File: src/rtl/inst_fetch.sv
// Instruction fetch: drives the combinational ROM at the PC and buffers {pc, inst} pairs
// for decode. One-cycle fetch-to-head latency; a full FIFO without a pop holds the PC.
module inst_fetch #(
  parameter int                ADDR_W   = 32,
  parameter int                INST_W   = 32,
  parameter logic [ADDR_W-1:0] RESET_PC = '0,
  parameter int                DEPTH    = 2
) (
  input  logic              clk,
  input  logic              rst,
  input  logic              stall,
  input  logic              branch_flag,
  input  logic [ADDR_W-1:0] branch_target,
  input  logic              flush,
  input  logic [ADDR_W-1:0] new_pc,
  output logic              rom_ce,
  output logic [ADDR_W-1:0] rom_addr,
  input  logic [INST_W-1:0] rom_inst,
  output logic              if_valid,
  output logic [ADDR_W-1:0] if_pc,
  output logic [INST_W-1:0] if_inst,
  input  logic              id_ready
);

  localparam int PTR_W = (DEPTH > 1) ? $clog2(DEPTH) : 1;
  localparam int CNT_W = $clog2(DEPTH) + 1;

  logic [ADDR_W-1:0] pc_q, pc_d;
  logic              rom_ce_q, rom_ce_d;
  logic [CNT_W-1:0]  count_q, count_d;
  logic [PTR_W-1:0]  rd_ptr_q, rd_ptr_d;
  logic [PTR_W-1:0]  wr_ptr_q, wr_ptr_d;

  logic [ADDR_W-1:0] pc_mem   [DEPTH];
  logic [INST_W-1:0] inst_mem [DEPTH];

  logic pop, push, full, redirect;

  assign full     = (count_q == CNT_W'(DEPTH));
  assign redirect = flush || branch_flag;
  assign pop      = if_valid && id_ready;
  assign push     = rom_ce_q && !stall && !redirect && (!full || pop);

  always_comb begin
    pc_d     = pc_q;
    rom_ce_d = 1'b1;
    count_d  = count_q;
    rd_ptr_d = rd_ptr_q;
    wr_ptr_d = wr_ptr_q;
    if (flush) begin
      pc_d     = new_pc;
      count_d  = '0;
      rd_ptr_d = '0;
      wr_ptr_d = '0;
    end else if (branch_flag) begin
      pc_d     = branch_target;
      count_d  = '0;
      rd_ptr_d = '0;
      wr_ptr_d = '0;
    end else begin
      // Pointers wrap naturally because DEPTH is a power of two.
      if (push) begin
        pc_d     = pc_q + ADDR_W'(4);
        wr_ptr_d = wr_ptr_q + PTR_W'(1);
      end
      if (pop) begin
        rd_ptr_d = rd_ptr_q + PTR_W'(1);
      end
      if (push && !pop) begin
        count_d = count_q + CNT_W'(1);
      end else if (pop && !push) begin
        count_d = count_q - CNT_W'(1);
      end
    end
  end

  always_ff @(posedge clk or posedge rst) begin
    if (rst) begin
      pc_q     <= RESET_PC;
      rom_ce_q <= 1'b0;
      count_q  <= '0;
      rd_ptr_q <= '0;
      wr_ptr_q <= '0;
    end else begin
      pc_q     <= pc_d;
      rom_ce_q <= rom_ce_d;
      count_q  <= count_d;
      rd_ptr_q <= rd_ptr_d;
      wr_ptr_q <= wr_ptr_d;
    end
  end

  // Storage needs no reset: the head is masked whenever the FIFO is empty.
  always_ff @(posedge clk) begin
    if (push) begin
      pc_mem[wr_ptr_q]   <= pc_q;
      inst_mem[wr_ptr_q] <= rom_inst;
    end
  end

  assign rom_ce   = rom_ce_q;
  assign rom_addr = pc_q;
  assign if_valid = (count_q != '0);
  assign if_pc    = if_valid ? pc_mem[rd_ptr_q]   : '0;
  assign if_inst  = if_valid ? inst_mem[rd_ptr_q] : '0;

endmodule

File: config.mk
export PLATFORM = sky130hd
export DESIGN_NAME = inst_fetch
export DESIGN_NICKNAME = d
export VERILOG_FILES = /design/src/rtl/inst_fetch.sv
export SDC_FILE = /design/constraint.sdc
export NUM_CORES = 1
export LEC_CHECK = 0
export ABC_AREA = 1
export CORE_ASPECT_RATIO = 1.2
export CORE_MARGIN = 3
export CORE_UTILIZATION = 55
export CTS_BUF_LIST = sky130_fd_sc_hd__clkbuf_8
export DETAILED_ROUTE_END_ITERATION = 8
export PLACE_DENSITY_LB_ADDON = 0.08
export SYNTH_ARGS = -nofsm -noshare
export SYNTH_HDL_FRONTEND = slang
export SYNTH_SLANG_ARGS = --single-unit
File: constraint.sdc
create_clock -name clk -period 9.5 [get_ports clk]
set_clock_uncertainty 0.05 [all_clocks]
set_input_delay 1.425 -clock clk [delete_from_list [all_inputs] [get_ports clk]]
set_output_delay 1.425 -clock clk [all_outputs]
set_load 0.05 [all_outputs]
# --- Word-level counts from Yosys, hierarchy flattened ---
# Memories as Yosys holds them, arrays and structs flattened.
# Cells that the tools add are included.
word_totals:
  register_bits: 37
  ramBits: 128
  input_bits: 102
  output_inout_bits: 98
  wordCells: 47
  n_memories: 2
op_classes:
  add_sub_neg: 5
  eq_ne: 1
  n_mux: 17
  n_reduce_logical: 17
mem_list:
  columns: ["name", "words", "width", "read_ports", "rd_clocked_by_memory_dff", "wr", "line_no", "source"]
  rows:
  - ["inst_mem", 2, 32, 1, 0, 1, "35", "logic [INST_W-1:0] inst_mem [DEPTH];"]
  - ["pc_mem", 2, 32, 1, 0, 1, "34", "logic [ADDR_W-1:0] pc_mem [DEPTH];"]
op_table:
  columns: ["operator", "count"]
  rows:
  - ["$mux 32", 5]
  - ["$add 32x3->32 const B", 1]
  - ["$mux 1", 8]
  - ["$mux 2", 4]
  - ["$logic_and 1x1->1", 6]
  - ["$reduce_bool 3->1", 2]
  - ["$logic_not 1->1", 5]
  - ["$reduce_bool 4->1", 1]
  - ["$add 1x1->1 const B", 2]
  - ["$add 2x1->2 const B", 1]
  - ["$eq 2x2->1 const B", 1]
  - ["$logic_or 1x1->1", 2]
  - ["$reduce_bool 2->1", 1]
  - ["$sub 2x1->2 const B", 1]

# --- Logic depth before layout (Yosys ltp) ---
# Gate-level depths: netlist of the first run.
logic_depth:
  depth_word: 10
  mapped_depth: 11
  depth_no_buf: 11

# --- Least setup slack after synthesis of the first run ---
# OpenSTA, ideal clock, no wires.
synth_timing:
  path_kind: "input to register"
  start: "input branch_flag"
  end: "memory inst_mem[0][0] (enable)"
  setup_time_ns: 0.487
  arrival_time_ns: 4.386
  required_ns: 8.963
  path_slack_ns: 4.577
  stages: 3
  cell_sequence: "nor2_4 > nand3_2 > nor2_1"
synth_between:
  elab_chain_cells: 6
synth_rtl:
  columns: ["item", "line_no", "source"]
  rows:
  - ["start, declared", "12", "input logic branch_flag,"]
  - ["$logic_or 1x1->1", "40", "assign redirect = flush || branch_flag;"]
  - ["$logic_not 1->1", "42", "assign push = rom_ce_q && !stall && !redirect && (!full || pop);"]
  - ["$logic_and 1x1->1 (2 in a row)", "42", null]
  - ["$mux 1", "95", "if (push) begin"]
  - ["$mux 1 (not written as such)", "97", "inst_mem[wr_ptr_q] <= rom_inst;"]
  - ["end, declared", "35", null]
# Every way passes these cells.

# --- Worst setup path in the final report of the first run ---
layout_timing:
  start: "register rd_ptr_q"
  end: "output if_pc[10]"
layout_between:
  elab_chain_cells: 2
layout_rtl:
  columns: ["item", "line_no", "source"]
  rows:
  - ["start, declared", "31", "logic [PTR_W-1:0] rd_ptr_q, rd_ptr_d;"]
  - ["start signal, assigned", "88", "rd_ptr_q <= rd_ptr_d;"]
  - ["$mem_v2 2x32", null, null]
  - ["$mux 32", "104", "assign if_pc = if_valid ? pc_mem[rd_ptr_q] : '0;"]
  - ["end, declared", "20", "output logic [ADDR_W-1:0] if_pc,"]
# Every way passes these cells.

==> results of run 1 <==
## flip-flops by register name, summed over array words and instances (netlist names)
signal / flops
rd_ptr_q: 1
count_q: 2
inst_mem: 64
rom_addr: 32
rom_ce: 1
wr_ptr_q: 1
pc_mem: 64
## cells in the final DEF, fill, tap and decap left out, types with 2 or more instances in the layout
cell / count
inv_6: 5
nand2_2: 5
nor2_8: 3
inv_8: 2
xnor2_1: 6
nand3_1: 41
o211ai_1: 2
inv_1: 33
bufinv_16: 4
o21bai_1: 7
clkdlybuf4s50_1: 199
nand2_1: 306
clkinv_4: 2
nor3_1: 2
inv_2: 4
nand2_4: 2
o21ai_1: 5
a31oi_1: 3
clkinv_1: 2
edfxtp_1: 128
ha_1: 2
o21ai_0: 11
and2_1: 3
buf_4: 4
nor2_2: 2
clkbuf_8: 17
nor2_1: 82
o22ai_1: 4
a21oi_1: 86
nor2_4: 11
dfrtp_1: 36
## how the worst max path moves through the flow
stage	startpoint	end	slack (ps)	cells after the start
floorplan	branch_flag	inst_mem[0][0]	4580	3
global placement	branch_flag	rom_addr[2]	4810	4
detailed placement	branch_flag	rom_addr[2]	4730	4
CTS	rd_ptr_q	if_pc[10]	4300	4
global route	rd_ptr_q	if_pc[10]	4090	4
finish	rd_ptr_q	if_pc[10]	4420	4
## cell usage after synthesis (2+ instances only)
cell type / count / share of area
and2_1: 3 / 0.0024
nand2_4: 2 / 0.0029
ha_1: 2 / 0.0032
nor3_1: 2 / 0.0013
dfrtp_1: 37 / 0.12
nand3_1: 41 / 0.026
o21ai_1: 5 / 0.0032
nor2_1: 85 / 0.041
xnor2_1: 6 / 0.0068
nor2_8: 3 / 0.0077
inv_2: 3 / 0.0014
a31oi_1: 3 / 0.0024
a21oi_1: 86 / 0.055
nand2_1: 306 / 0.15
o22ai_1: 4 / 0.0032
o21ai_0: 11 / 0.0071
nor2_2: 2 / 0.0016
clkbuf_1: 21 / 0.010
o211ai_1: 2 / 0.0019
nand2_2: 5 / 0.0040
buf_6: 2 / 0.0029
nor2_4: 8 / 0.012
buf_2: 9 / 0.0058
edfxtp_1: 128 / 0.49
o21bai_1: 7 / 0.0068
inv_1: 34 / 0.016
buf_1: 7 / 0.0034
## through the flow
| step | hold WS [ps] | total power [uW] | cell area (um^2) | util |
|---|---|---|---|---|
| after floorplan | 474 | 1090 | 7780 | - |
| after global placement | 488 | 1240 | 9860 | 0.714 |
| after detailed placement | 506 | 1250 | 9860 | 0.714 |
| after CTS | 531 | 1810 | 10300 | 0.746 |
| after global routing | 546 | 1870 | 10300 | 0.746 |
| final | 534 | 1800 | 10300 | 0.746 |
## metal layers
metal	vias to the layer above	GRT usage	wire (um)
met5	-	0	0
met1	2961	0.334	8030
li1	3128	-	-
met2	251	0.408	9560
met4	0	0.0878	373
met3	27	0.0481	1330
## critical path, cell delays in order, from the launching register on
cell,delay [ps]
dfrtp_2,830
inv_2,1070
nand2_1,130
a21oi_1,260
clkdlybuf4s50_1,860
## logic make-up after synthesis
logic type	count (synthesis)	synth area share
and+or+nand+nor	461	0.252
buffers and inverters	78	0.0415
adders and majority gates	2	0.00322
other	1	0.000482
AOI/OAI and AO/OA	120	0.0818
xor gates and xnor gates	7	0.00788
DFF	165	0.613
## cell type report
cell class,count,area (um^2),share of cell area
clock buffer,17,234,0.0227
clock inverter,15,215,0.0209
inverter,38,143,0.0138
multi-input combinational,591,2710,0.263
sequential,165,4770,0.463
tap,171,214,0.0208
timing repair buffer,203,2020,0.196
## power groups by stage
| stage | clock [uW] | combinational, uW | sequential [uW] |
|---|---|---|---|
| finish | 562 | 378 | 856 |
| CTS | 573 | 380 | 855 |
| global route | 605 | 405 | 861 |
| floorplan | 0 | 180 | 914 |
| detailed placement | 0 | 378 | 871 |
| global placement | 0 | 375 | 870 |
==> results.md, run 1 <==
* Status: finished clean
* Ys Warns at 0
* Mapped Cells at around 830
* Die height at between 100 and 150 um
* Net Count, Synth at approximately 940
* Final GP Congestion at roughly 0.83
* Sw frac at 0.310
* CP Launch Type: flip-flop
* Fin cells at between 1000 and 1500
* Hold path startpoint: rom_addr[0]
* Sw power at around 560 uW
* Hold endpoint: pc_mem[1][0]
* Final slew viol count at 0
* CP endpoint kind: output pin
* Total CTS buffers at 17
* FF-to-FF End: rd_ptr_q
* Min Tclk post-route at approximately 5100 ps
* Post-CTS Setup Bufs at 0
* Clock slew at reported path FFs at 90 ps
* Via count at between 6000 and 7000
* Overflow after GRT at 0
* Vias per cell at roughly 5.3
* EDFF count, synth at 128
* Setup slack, reg-to-reg at ~6900 ps
* #FFs+latches synth at 165
* Final setup violation count at 0
* Antenna cells at 0
* Comb pwr share at 0.210
* Worst Reg-to-Reg Cells at 3
* Period utilization at 0.534
* First-pass GRT wire length at between 30000 and 40000 um
* Final setup margin at about 4400 ps
* Pleak at roughly 0.004 uW
* Worst-margin pin slew at between 1000 and 1500 ps
* Post-synth top flop: edfxtp_1
* Mapped cell area at 7780 um^2
* Clock Path Buffers at 2
* Synthesis-to-layout area growth at 32.5%
* Max-cap violations at 0
* Vias in the first global route at around 6000
* Power per Cell Area at between 150 and 200 nW/um^2
* Setup TNS at 0 ps
* VDD IR-drop max at just under 0.1 mV
* Drt wl/cell at around 16 um
* Worst flop-to-flop path startpoint: rd_ptr_q
* Sequential power share at 0.477
* Sequential element share of the synthesized area at 0.613
* Std cell rows at 47
* Drt total wl at approximately 19000 um
* Class of the most critical setup path: reg2out
* Hold buffer count at cts at 0
* Crit path DAT at 3600 ps
* Filler cells at approximately 1000
* Hold depth at 0
* Full die area at around 16000 um^2
* Fin. Hold Viols at 0
* Die width at approximately 110 um
* Number of I/O pins at 200
* Remaining antenna violation count at 0
* DRC errors left at 0
* RSZ-0062 raised after global routing: false
* Post-CTS sizing at 0
* Ys async rst share at 0.224
* Initial core utilization at 0.563
* Clock power share at 0.313
* Internal power at between 1000 and 1500 uW
* Syn Area/Cell at roughly 9.3 um^2
* Iter 0 DRT Violations at 496
* Layout cell share with drive strength beyond 1 at 0.0632
* Critical-path maximum fanout at 66
* Fmax at 197 MHz
* Placement Setup Slack at about 4700 ps
* WP data required at around 8000 ps
* Root buffer cell: clkbuf_8
* Library cells used by synthesis at 37
* Largest net degree at the start of global routing at 67
* IO Port Bufs at between 150 and 200
* Clk_lat worst skew at 450 ps
* Initial antenna violation count at 0
* DP HPWL at approximately 13000 um
* Drt pass-1 iters at 6
* Slew headroom at 0.163
* Post-Place Cells at roughly 1200
* GRT Util Overall at 0.250
* Count of nets after finishing at about 1100
* Worst Hold Class: reg2reg
* H-tree levels at 4
* CTS tree: done
* Clk sinks at between 150 and 200
* Core ar. at 13800 um^2
Power figures use the tool's default switching activity.
==> inputs of run 2 (changes only) <==
--- a/config.mk
+++ b/config.mk
@@ -8,7 +8,7 @@
 export ABC_AREA = 1
 export CORE_ASPECT_RATIO = 1.2
 export CORE_MARGIN = 3
-export CORE_UTILIZATION = 55
+export CORE_UTILIZATION = 46
 export CTS_BUF_LIST = sky130_fd_sc_hd__clkbuf_8
 export DETAILED_ROUTE_END_ITERATION = 8
 export PLACE_DENSITY_LB_ADDON = 0.08
==> constraint.sdc (replaced) <==
create_clock -name clk -period 4.4 [get_ports clk]
set_clock_uncertainty 0.05 [all_clocks]
set_input_delay 0.66 -clock clk [delete_from_list [all_inputs] [get_ports clk]]
set_output_delay 0.66 -clock clk [all_outputs]
set_load 0.05 [all_outputs]
==> run 2 against run 1 <==
  * Via count is 0.85% lower
  * Total power is 110% higher
  * Wire length grew 1.7%
  * Worst setup slack worse by 3500 ps
  * Sequential power is 110% higher
==> results.md, run 2 (synthesis results as in run 1) <==
* Overflow after GRT at 0 (unchanged)
* DP HPWL at 13100 um (was 12600 um)
* Slew headroom at 0.490 (was 0.163)
* Sequential power share at 0.493 (was 0.477)
* Final setup violation count at 0 (unchanged)
* Setup TNS at 0 ps (unchanged)
* Root buffer cell: clkbuf_8 (unchanged)
* Class of the most critical setup path: reg2out (unchanged)
* Via count at 6313 (was 6367)
* Most frequent cells in the layout: nand2_1, clkdlybuf4s50_1, edfxtp_1 (unchanged)
* Initial antenna violation count at 0 (unchanged)
* Worst Setup EP: if_pc[30] (was if_pc[10])
* Layout cell share with drive strength beyond 1 at 0.0677 (was 0.0632)
* Full die area at 18500 um^2 (was 15600 um^2)
* Post-CTS Setup Bufs at 0 (unchanged)
* Final slew viol count at 0 (unchanged)
* CP Launch Type: flip-flop (unchanged)
* Internal power at 2550 uW (was 1240 uW)
* Critical Path Start: count_q[1] (was rd_ptr_q)
* Clk sinks at 165 (unchanged)
* Setup slack, reg-to-reg at 2060 ps (was 6890 ps)
* First-pass GRT wire length at 31100 um (was 30400 um)
* Clk_lat worst skew at 450 ps (about the same)
* Drt pass-1 iters at 5 (was 6)
* Clock power share at 0.287 (was 0.313)
* Status: finished clean (unchanged)
* Crit path DAT at 2740 ps (was 3600 ps)
* Clock slew at reported path FFs at 80 ps (was 90 ps)
* Pleak at 0.00399 uW (about the same)
* WP data required at 3690 ps (was 8030 ps)
* Post-route cell area at 10400 um^2 (was 10300 um^2)
* Worst flop-to-flop path startpoint: count_q[0] (was rd_ptr_q)
* Hold buffer count at cts at 0 (unchanged)
* Drt total wl at 19600 um (was 19300 um)
* VDD IR-drop max at 0.197 mV (was 0.0992 mV)
* Die width at 125 um (was 115 um)
* Sw power at 1180 uW (was 556 uW)
* Clock Path Buffers at 2 (unchanged)
* Synthesis-to-layout area growth at 33.3% (was 32.5%)
* Core ar. at 16400 um^2 (was 13800 um^2)
* Most common cell after layout, fill and taps aside: nand2_1 (unchanged)
* Final setup margin at 945 ps (was 4420 ps)
* Max-cap violations at 0 (unchanged)
* CP endpoint kind: output pin (unchanged)
* Vias in the first global route at 6013 (was 6083)
* Fmax at slightly below 300 MHz
* Std cell rows at 51 (was 47)
* Power per Cell Area at 360 nW/um^2 (was 174 nW/um^2)
* Final GP Congestion at 0.850 (was 0.827)
* Iter 0 DRT Violations at 424 (was 496)
* Largest net degree at the start of global routing at 65 (was 67)
* Placement Setup Slack at 1140 ps (was 4730 ps)
* FF-to-FF End: rom_addr[12] (was rd_ptr_q)
* Placed cell areas at 9980 um^2 (was 9860 um^2)
* Min Tclk post-route at 3450 ps
* Total CTS buffers at 17 (unchanged)
* GRT Util Overall at 0.212 (was 0.250)
* Die height at 148 um (was 136 um)
* RSZ-0062 raised after global routing: false (unchanged)
* Sw frac at 0.317 (was 0.310)
* IO Port Bufs at 199 (unchanged)
* Remaining antenna violation count at 0 (unchanged)
* Count of nets after finishing at 1126 (was 1120)
* Worst Hold Class: reg2reg (unchanged)
* Worst Reg-to-Reg Cells at 8 (was 3)
* H-tree levels at 4 (unchanged)
* WHS at 486 ps (was 534 ps)
* Drt wl/cell at 15.7 um (was 16.1 um)
* Number of I/O pins at 200 (unchanged)
* Worst-margin pin slew at 765 ps (was 1250 ps)
* Post-CTS sizing at 0 (unchanged)
* CTS tree: done (unchanged)
* Total power at 3740 uW (was 1800 uW)
* DRC errors left at 0 (unchanged)
* Comb pwr share at 0.220 (was 0.210)
* Initial core utilization at 0.474 (was 0.563)
* Critical-path maximum fanout at 50 (was 66)
* Period utilization at 0.785
* Filler cells at 1420 (was 1002)
* Antenna cells at 0 (unchanged)
* Vias per cell at 5.07 (was 5.31)
* Fin. Hold Viols at 0 (unchanged)
run 2: critical path, cell delays in order (launching register included):
cell and delay (ps):
dfrtp_1 460, nor2_4 380, buf_4 540, a21oi_1 130
clkdlybuf4s50_1 740
run 2: area by class of cell:
class,instances,area (um^2),area share
well taps,212,265,0.0256
clock buffers,17,234,0.0226
flip-flops and latches,165,4770,0.460
clock inverters,14,153,0.0147
multi-input cells,591,2710,0.261
inverters,38,143,0.0138
repair buffers,209,2090,0.202
run 2: worst min path at each step:
stage	start	end	slack, ps	depth (start not counted)
3_5_place_dp	rom_addr[1]	pc_mem[0][1]	460	0
6_report	rom_addr[1]	pc_mem[1][1]	490	0
4_1_cts	rom_addr[1]	pc_mem[0][1]	480	0
3_3_place_gp	rom_addr[1]	pc_mem[0][1]	450	0
5_1_grt	rom_addr[1]	pc_mem[0][1]	500	0
2_1_floorplan	wr_ptr_q	wr_ptr_q	470	2
run 2: metal layers:
metal / share of wire / track usage / routed length, um / vias to the layer above
met5: 0 / 0 / 0 / -
met4: 0.014 / 0.0609 / 269 / 0
met3: 0.059 / 0.0514 / 1150 / 20
met2: 0.49 / 0.353 / 9710 / 191
met1: 0.43 / 0.280 / 8490 / 2964
li1: - / - / - / 3138
run 2: power groups by stage:
stage	clock [uW]	combinational, uW	sequential [uW]
finish	1070	823	1840
global route	1160	883	1850
CTS	1090	830	1840
detailed placement	0	828	1880
global placement	0	822	1870
floorplan	0	389	1970
run 2: metrics by stage:
stage,util,instances
floorplan,-,834
global placement,0.609,1215
detailed placement,0.609,1215
CTS,0.632,1246
global route,0.632,1246
finish,0.632,1246
==> inputs of run 3 (changes only) <==
==> constraint.sdc (replaced) <==
create_clock -name clk -period 3.1 [get_ports clk]
set_clock_uncertainty 0.05 [all_clocks]
set_input_delay 0.465 -clock clk [delete_from_list [all_inputs] [get_ports clk]]
set_output_delay 0.465 -clock clk [all_outputs]
set_load 0.05 [all_outputs]
==> run 3 against run 2 <==
  * Total power increased by 43%
  * Global-route usage up 0.44 points
  * Worst hold slack got worse by 96 ps
  * Via count grew 0.54%
  * Combinational power increased by 45%
  * Critical path depth stayed put
  * Critical endpoint is now if_pc[20]
==> results.md, run 3 (synthesis results as in run 1) <==
* WP data required at 2580 ps (was 3690 ps)
* H-tree levels at 4 (unchanged)
* WHS at 390 ps (was 486 ps)
* Final slew viol count at 0 (unchanged)
* Hold buffer count at cts at 0 (unchanged)
* Initial antenna violation count at 0 (unchanged)
* Min Tclk post-route at 2870 ps
* CP Launch Type: flip-flop (unchanged)
* Root buffer cell: clkbuf_8 (unchanged)
* Full die area at 18500 um^2 (unchanged)
* Critical Path Start: count_q[1] (unchanged)
* Number of I/O pins at 200 (unchanged)
* DRC errors left at 0 (unchanged)
* Worst Hold Class: in2async (was reg2reg)
* Post-CTS Setup Bufs at 0 (unchanged)
* Drt wl/cell at 15.8 um (was 15.7 um)
* Pleak at 0.00412 uW (was 0.00399 uW)
* Worst-margin pin slew at 776 ps (was 765 ps)
* Top cell family by delay on the critical path: buffers and inverters (unchanged)
* Worst Reg-to-Reg Cells at 8 (unchanged)
* Vias per cell at 5.07 (about the same)
* WL met3 at 1130 um (was 1150 um)
* Critical-path maximum fanout at 40 (was 50)
* Final setup margin at 230 ps (was 945 ps)
* Initial core utilization at 0.474 (unchanged)
* Period utilization at 0.926
* Vias in the first global route at 6092 (was 6013)
* Count of nets after finishing at 1130 (was 1126)
* Met2 wire length at 9950 um (was 9710 um)
* Std cell rows at 51 (unchanged)
* WL met1 at 8530 um (was 8490 um)
* Antenna cells at 0 (unchanged)
* Total CTS buffers at 17 (unchanged)
* CTS tree: done (unchanged)
* Class of the most critical setup path: reg2out (unchanged)
* Max incr delay on CP at 530 ps (was 740 ps)
* Drt pass-1 iters at 5 (unchanged)
* Core ar. at 16400 um^2 (unchanged)
* Fmax at about 350 MHz
* Post-CTS sizing at 0 (unchanged)
* RSZ-0062 raised after global routing: false (unchanged)
* Most common cell after layout, fill and taps aside: nand2_1 (unchanged)
* Slew headroom at 0.482 (was 0.490)
* Drt total wl at 19800 um (was 19600 um)
* Clk sinks at 165 (unchanged)
* First-pass GRT wire length at 31800 um (was 31100 um)
* CP endpoint kind: output pin (unchanged)
* Die height at 148 um (unchanged)
* Setup TNS at 0 ps (unchanged)
* Die width at 125 um (unchanged)
* FF-to-FF End: count_q[1] (was rom_addr[12])
* Largest net degree at the start of global routing at 48 (was 65)
* Placement Setup Slack at 652 ps (was 1140 ps)
* Top Metal Used: met4 (unchanged)
* Setup slack, reg-to-reg at 660 ps (was 2060 ps)
* Most frequent cells in the layout: nand2_1, clkdlybuf4s50_1, edfxtp_1 (unchanged)
* Synthesis-to-layout area growth at 34.4% (was 33.3%)
* Via count at 6347 (was 6313)
* VDD IR-drop max at 0.198 mV (was 0.197 mV)
* Iter 0 DRT Violations at 446 (was 424)
* Remaining antenna violation count at 0 (unchanged)
* Final setup violation count at 0 (unchanged)
* Final GP Congestion at 0.872 (was 0.850)
* Power per Cell Area at 510 nW/um^2 (was 360 nW/um^2)
* Buf+Inv Stages, Crit Path at 2 (unchanged)
* Crit path DAT at 2350 ps (was 2740 ps)
* Critical-path cell list: nor2_4 > buf_4 > a21oi_1 > buf_12 (was nor2_4 > buf_4 > a21oi_1 > clkdlybuf4s50_1)
* Fin. Hold Viols at 0 (unchanged)
* Clk_lat worst skew at 450 ps (about the same)
* Clock Path Buffers at 2 (unchanged)
* CP max-delay cell: nor2_4 (was clkdlybuf4s50_1)
* DP HPWL at 13600 um (was 13100 um)
* Worst flop-to-flop path startpoint: count_q[1] (was count_q[0])
* IO Port Bufs at 199 (unchanged)
* GRT Util Overall at 0.217 (was 0.212)
* Layout Utilization at 0.638 (was 0.632)
* Clock slew at reported path FFs at 90 ps (was 80 ps)
* Layout cell share with drive strength beyond 1 at 0.109 (was 0.0677)
* Status: finished clean (unchanged)
* Overflow after GRT at 0 (unchanged)
* Max-cap violations at 0 (unchanged)
-- run 3: cell count changes in the layout (fill, tap and decap cells not counted) --
cell / previous run / this run
clkdlybuf4s50_1: 199 / 160
buf_4: 8 / 39
buf_12: 2 / 14
clkinv_4: 2 / 3
inv_1: 33 / 34
inv_6: 4 / 3
-- run 3: worst max path at each step --
stage                     depth (start not counted)        endpoint
final                                             4       if_pc[20]
after CTS                                         4       if_pc[20]
after global placement                            8      count_q[1]
after global routing                              4       if_pc[11]
after floorplan                                   4  inst_mem[0][0]
after detailed placement                          8      count_q[1]
-- run 3: power by group --
part / switching, uW / internal (uW)
clock network: 809 / 723
logic: 757 / 433
registers: 135 / 2480
total: 1700 / 3640
-- run 3: metrics by stage --
| stage | total power [uW] | std cells | cell area [um^2] |
|---|---|---|---|
| detailed placement | 3860 | 1219 | 10100 |
| finish | 5340 | 1251 | 10500 |
| CTS | 5380 | 1251 | 10500 |
| global placement | 3850 | 1219 | 10100 |
| floorplan | 3350 | 834 | 7790 |
| global route | 5570 | 1251 | 10500 |
-- run 3: area by class of cell --
cell class | count | area (um^2)
fill | 1388 | 5940
sequential | 165 | 4770
multi-input combinational | 591 | 2710
timing repair buffer | 213 | 2170
tap | 212 | 265
clock buffer | 17 | 234
clock inverter | 15 | 156
inverter | 38 | 143
-- run 3: routing by layer --
layer	vias to the layer above	track usage
met5	-	0
met1	2976	0.287
met4	0	0.0581
li1	3152	-
met2	205	0.365
met3	14	0.0471
-- run 3: tightest hold or removal path: stages --
cell and delay, ps:
clkdlybuf4s50_1 400, inv_1 50, buf_4 430
